[config.mk]
export PLATFORM = sky130hd
export DESIGN_NAME = flreq_bank
export DESIGN_NICKNAME = d
export VERILOG_FILES = /design/src/rtl/flreq_bank.sv
export SDC_FILE = /design/constraint.sdc
export NUM_CORES = 1
export LEC_CHECK = 0
export CELL_PAD_IN_SITES_DETAIL_PLACEMENT = 0
export CELL_PAD_IN_SITES_GLOBAL_PLACEMENT = 1
export CORE_MARGIN = 2
export CORE_UTILIZATION = 33
export DETAILED_ROUTE_END_ITERATION = 10
export PLACE_DENSITY = 0.89
export RECOVER_POWER = 100
export SETUP_SLACK_MARGIN = 0.05
export SLEW_MARGIN = 20
export SYNTH_ARGS = -nofsm -noshare
export SYNTH_HDL_FRONTEND = slang
export SYNTH_SLANG_ARGS = --single-unit
[constraint.sdc]
create_clock -name clk -period 3.4 [get_ports clk]
set_input_delay 0.51 -clock clk [delete_from_list [all_inputs] [get_ports clk]]
set_output_delay 0.51 -clock clk [all_outputs]
set_load 0.005 [all_outputs]
[src/rtl/flreq_bank.sv]
// flreq_bank: per-floor cabin and hall-call request latches plus a
// sweep-direction scheduler and nearest-target encoder for an N-floor lift.
// Every state update is qualified by the slow reference tick.
module flreq_bank #(
  parameter int NFLOORS = 8,
  parameter int FLW     = 3
) (
  input  logic               clk,
  input  logic               resetb,
  input  logic               slowref,
  input  logic [NFLOORS-1:0] sw_pulse,
  input  logic [NFLOORS-1:0] up_pulse,
  input  logic [NFLOORS-1:0] dn_pulse,
  input  logic               clr_flreq,
  input  logic [FLW-1:0]     clr_idx,
  input  logic [FLW-1:0]     cur_floor,
  output logic [NFLOORS-1:0] flreq_led,
  output logic [NFLOORS-1:0] up_led,
  output logic [NFLOORS-1:0] dn_led,
  output logic [1:0]         sched_dir,
  output logic               req_here,
  output logic               req_above,
  output logic               req_below,
  output logic [FLW-1:0]     next_floor,
  output logic               next_valid
);

  typedef enum logic [1:0] {
    S_IDLE = 2'b00,
    S_UP   = 2'b01,
    S_DOWN = 2'b10
  } dir_t;

  localparam logic [31:0] NF = 32'(NFLOORS);
  // The top floor has no up-call button and the bottom floor no down-call.
  localparam logic [NFLOORS-1:0] UP_KEEP = ~(NFLOORS'(1) << (NFLOORS - 1));
  localparam logic [NFLOORS-1:0] DN_KEEP = ~NFLOORS'(1);

  logic [NFLOORS-1:0] flreq_reg, flreq_next;
  logic [NFLOORS-1:0] up_reg, up_next;
  logic [NFLOORS-1:0] dn_reg, dn_next;
  dir_t               dir_reg, dir_next;

  logic [NFLOORS-1:0] any_req;
  logic [NFLOORS-1:0] above_mask, below_mask, here_mask, clr_mask;
  logic [NFLOORS-1:0] above_hits, below_hits;
  logic [NFLOORS-1:0] up_clr, dn_clr;
  logic               cur_valid, clr_valid;
  logic [FLW-1:0]     up_pick, dn_pick;

  assign cur_valid = (32'(cur_floor) < NF);
  assign clr_valid = (32'(clr_idx) < NF);

  // Per-floor position masks relative to the cabin and the clear decode.
  // An out-of-range cur_floor is treated as "above every floor".
  for (genvar gi = 0; gi < NFLOORS; gi++) begin : g_mask
    localparam logic [FLW-1:0] IDX = FLW'(gi);
    assign above_mask[gi] = cur_valid && (cur_floor < IDX);
    assign below_mask[gi] = !cur_valid || (cur_floor > IDX);
    assign here_mask[gi]  = cur_valid && (cur_floor == IDX);
    assign clr_mask[gi]   = clr_flreq && clr_valid && (clr_idx == IDX);
  end

  assign any_req    = flreq_reg | up_reg | dn_reg;
  assign above_hits = any_req & above_mask;
  assign below_hits = any_req & below_mask;
  assign req_here   = |(any_req & here_mask);
  assign req_above  = |above_hits;
  assign req_below  = |below_hits;

  // Hall-call clears follow the sweep: only the call in the travel direction
  // is served; in IDLE both are served.
  assign up_clr = (dir_reg == S_DOWN) ? '0 : clr_mask;
  assign dn_clr = (dir_reg == S_UP)   ? '0 : clr_mask;

  // Latch next-state: set from pulses, then clear wins on the same bit.
  always_comb begin
    flreq_next = (flreq_reg | sw_pulse) & ~clr_mask;
    up_next    = (up_reg | up_pulse) & ~up_clr & UP_KEEP;
    dn_next    = (dn_reg | dn_pulse) & ~dn_clr & DN_KEEP;
  end

  // Request latches and sweep state, updated only on slowref.
  always_ff @(posedge clk or negedge resetb) begin
    if (!resetb) begin
      flreq_reg <= '0;
      up_reg    <= '0;
      dn_reg    <= '0;
      dir_reg   <= S_IDLE;
    end else if (slowref) begin
      flreq_reg <= flreq_next;
      up_reg    <= up_next;
      dn_reg    <= dn_next;
      dir_reg   <= dir_next;
    end
  end

  // Sweep direction: keep going while work remains ahead, else reverse, else idle.
  always_comb begin
    dir_next = dir_reg;
    unique case (dir_reg)
      S_IDLE: begin
        if (req_above)      dir_next = S_UP;
        else if (req_below) dir_next = S_DOWN;
        else                dir_next = S_IDLE;
      end
      S_UP: begin
        if (req_above)      dir_next = S_UP;
        else if (req_below) dir_next = S_DOWN;
        else                dir_next = S_IDLE;
      end
      S_DOWN: begin
        if (req_below)      dir_next = S_DOWN;
        else if (req_above) dir_next = S_UP;
        else                dir_next = S_IDLE;
      end
      default: dir_next = S_IDLE;
    endcase
  end

  // Nearest request above (lowest index) and below (highest index).
  always_comb begin
    up_pick = '0;
    dn_pick = '0;
    for (int i = NFLOORS - 1; i >= 0; i--) begin
      if (above_hits[i]) up_pick = FLW'(i);
    end
    for (int i = 0; i < NFLOORS; i++) begin
      if (below_hits[i]) dn_pick = FLW'(i);
    end
  end

  // Target selection for the current sweep; forced to 0 when not valid.
  always_comb begin
    next_floor = '0;
    next_valid = 1'b0;
    unique case (dir_reg)
      S_UP: begin
        next_valid = req_above;
        next_floor = req_above ? up_pick : '0;
      end
      S_DOWN: begin
        next_valid = req_below;
        next_floor = req_below ? dn_pick : '0;
      end
      default: begin
        next_valid = req_here;
        next_floor = req_here ? cur_floor : '0;
      end
    endcase
  end

  assign flreq_led = flreq_reg;
  assign up_led    = up_reg;
  assign dn_led    = dn_reg;
  assign sched_dir = dir_reg;

endmodule

==> run metrics <==
worst slew pin tran between 1000 and 1500 ps; Max FO, Critical Path 25; CP endpoint kind output pin; fin nets just under 300; clock sink count 24; ratio of cells with drive above 1 in the final layout 0.0988; CTS Buf Count 3; Synth Warn # 0; hold crit path type in2async; DIE WIDTH ~74 um; utilization after layout 0.503; Port Buffers 62; via count 1685; leading cell type in the layout, fill and taps excluded a21oi_1; Max stage delay on crit path roughly 600 ps; Tmin final approximately 3200 ps; Peak supply drop a little over 200 uV; Hold WS about 500 ps; post-synthesis average cell area roughly 8.6 um2; io pins 67; Root Driver clkbuf_8; clock slew at reported path FFs 80 ps; vias in the first global route 1622; sequential fraction of the synthesis area 0.368; max_cap viols 0; ys flop type dfrtp_1; Peak Freq 312 MHz; clk_lat worst skew about 260 ps; critical path type in2out; Slew Limit Headroom 0.129; DRT Pass-1 Iters 4; core area between 0.004 and 0.005 mm2; CTS tree yes; Unique masters post-synth 49; Max Slew Vio Count 0; Critical R2R Launch up_led[3]$_DFFE_PN0P_; CTS Buffer Depth 2; Req. time, crit path approximately 2900 ps; EDFF count, synth 0; startpoint types primary input; WL/cell 14.6 um; commonest non-fill, non-tap cells in the layout a21oi_1, clkdlybuf4s50_1, dlygate4sd3_1; final worst-path cycle share 0.942; R2R cell count 5; largest net degree at the start of global routing 32; wire length of the first global-routing pass around 7.7 mm; Die Y 74.3 um; Syn Inst Count 190; Fill cells 472; Reg2Reg Setup Slack roughly 1500 ps; Die Area approximately 0.0055 mm2; post-CTS setup buffers 0; Final ANT Viol Nets 0; htree depth 1; Worst Path Arrival between 2000 and 3000 ps; post-DP HPWL about 3.7 mm; antenna cells 0; Leakage 0.851 nW; GRT Util Overall 0.178; slowest CP cell dlygate4sd3_1; area grow syn2layout 46.5%; Final Skew around 2.5 ps; status completed; Setup violations, final 0; # DRC 0; RSZ-0062 raised after global routing no; Final Hold Viols 0; Initial Util 0.343; initial antenna violation count 0; critical-path cell list clkdlybuf4s50_1 -> buf_12 -> nor4_1 -> a2111o_1 -> a41oi_2 -> nand2_1 -> o211ai_1 -> dlygate4sd3_1; FFs w/ async S/R, synth 1.00; setup TNS 0 ps; r2r endpoint sched_dir[0]$_DFFE_PN0P_; #FFs+latches synth 24; PwrDens 321 mW/mm2; Synth Cell Area 0.00163 mm2; vias per cell 5.27; RePlAce Congestion 0.859; WL final between 4 and 5 mm; Rows 25; remaining global-route overflow 0; Initial DRC Count 84
cell type report:
cell class              instances  area (um2)  area share
multi-input cells             150         952       0.398
clock buffers                   4        55.1      0.0230
inverters                       7        26.3      0.0110
repair buffers                 68         673       0.282
flip-flops and latches         24         601       0.251
well taps                      67        83.8      0.0351
synth_stat cells, types with 2 or more instances:
library cell,count,area share
a2111o_1,2,0.014
a211oi_1,2,0.0092
a21oi_1,52,0.16
a221o_1,2,0.012
a32o_1,2,0.012
buf_2,2,0.0061
buf_4,4,0.018
clkbuf_1,2,0.0046
dfrtp_1,24,0.37
ha_1,4,0.031
inv_1,7,0.016
nand2_1,9,0.021
nand2b_1,4,0.015
nand3_1,2,0.0061
nor2_1,19,0.044
nor3_1,6,0.018
nor3_2,2,0.012
nor3_4,2,0.020
nor4_1,2,0.0077
o2111ai_1,2,0.011
o21ai_0,6,0.018
o221ai_1,2,0.011
o22ai_1,2,0.0077
or2_2,2,0.0077
or3_1,3,0.012
layer usage:
| metal | wire (um) | global-route usage | part of all wire |
|---|---|---|---|
| met1 | 2120 | 0.250 | 0.45 |
| met2 | 2270 | 0.297 | 0.49 |
| met3 | 239 | 0.0190 | 0.051 |
| met4 | 27 | 0.0456 | 0.0058 |
| met5 | 0 | 0 | 0 |
where the power goes:
group          total [mW]  internal, mW  switching (mW)
Clock               0.193         0.103          0.0894
Combinational       0.238         0.133           0.106
Sequential          0.336         0.307          0.0286
Total               0.767         0.543           0.223
critical path, delay by kind of cell:
family	cells	cell delay, ps
compound gates	3	770
buf+inv	3	1270
simple gates	2	140
how the worst max path moves through the flow:
stage,from,end,slack (ps),depth (start not counted)
after floorplan,cur_floor[2],next_valid,1310,7
after global placement,cur_floor[1],next_valid,100,8
after detailed placement,cur_floor[1],next_valid,130,8
after CTS,cur_floor[1],next_valid,100,8
after global routing,cur_floor[2],next_floor[1],70,8
final,cur_floor[2],next_floor[1],200,8
metrics by stage:
stage / setup WS, ps / cell area, um2 / total power, mW / instances
after global placement: 98.1 / 2340 / 0.590 / 316
after floorplan: 1310 / 1640 / 0.447 / 191
after global routing: 71.7 / 2390 / 0.808 / 320
final: 198 / 2390 / 0.767 / 320
after detailed placement: 132 / 2340 / 0.592 / 316
after CTS: 95.7 / 2400 / 0.779 / 320
flip-flops by register name, summed over array words and instances (netlist names):
register / count
flreq_led: 8
dn_led: 7
up_led: 7
sched_dir: 2
repair_timing:
item                                    CTS  global route
endpoints found under the setup margin    0             4
hold buffers                              0             0
resized for setup                         0             2
cells by family after synthesis:
kind of cell | share of synthesized area
flops | 0.368
fa+ha+maj | 0.0307
compound gates | 0.358
simple gates | 0.190
buf+inv | 0.0506
other cells | 0.00230
(Power assumes the default switching activity.)
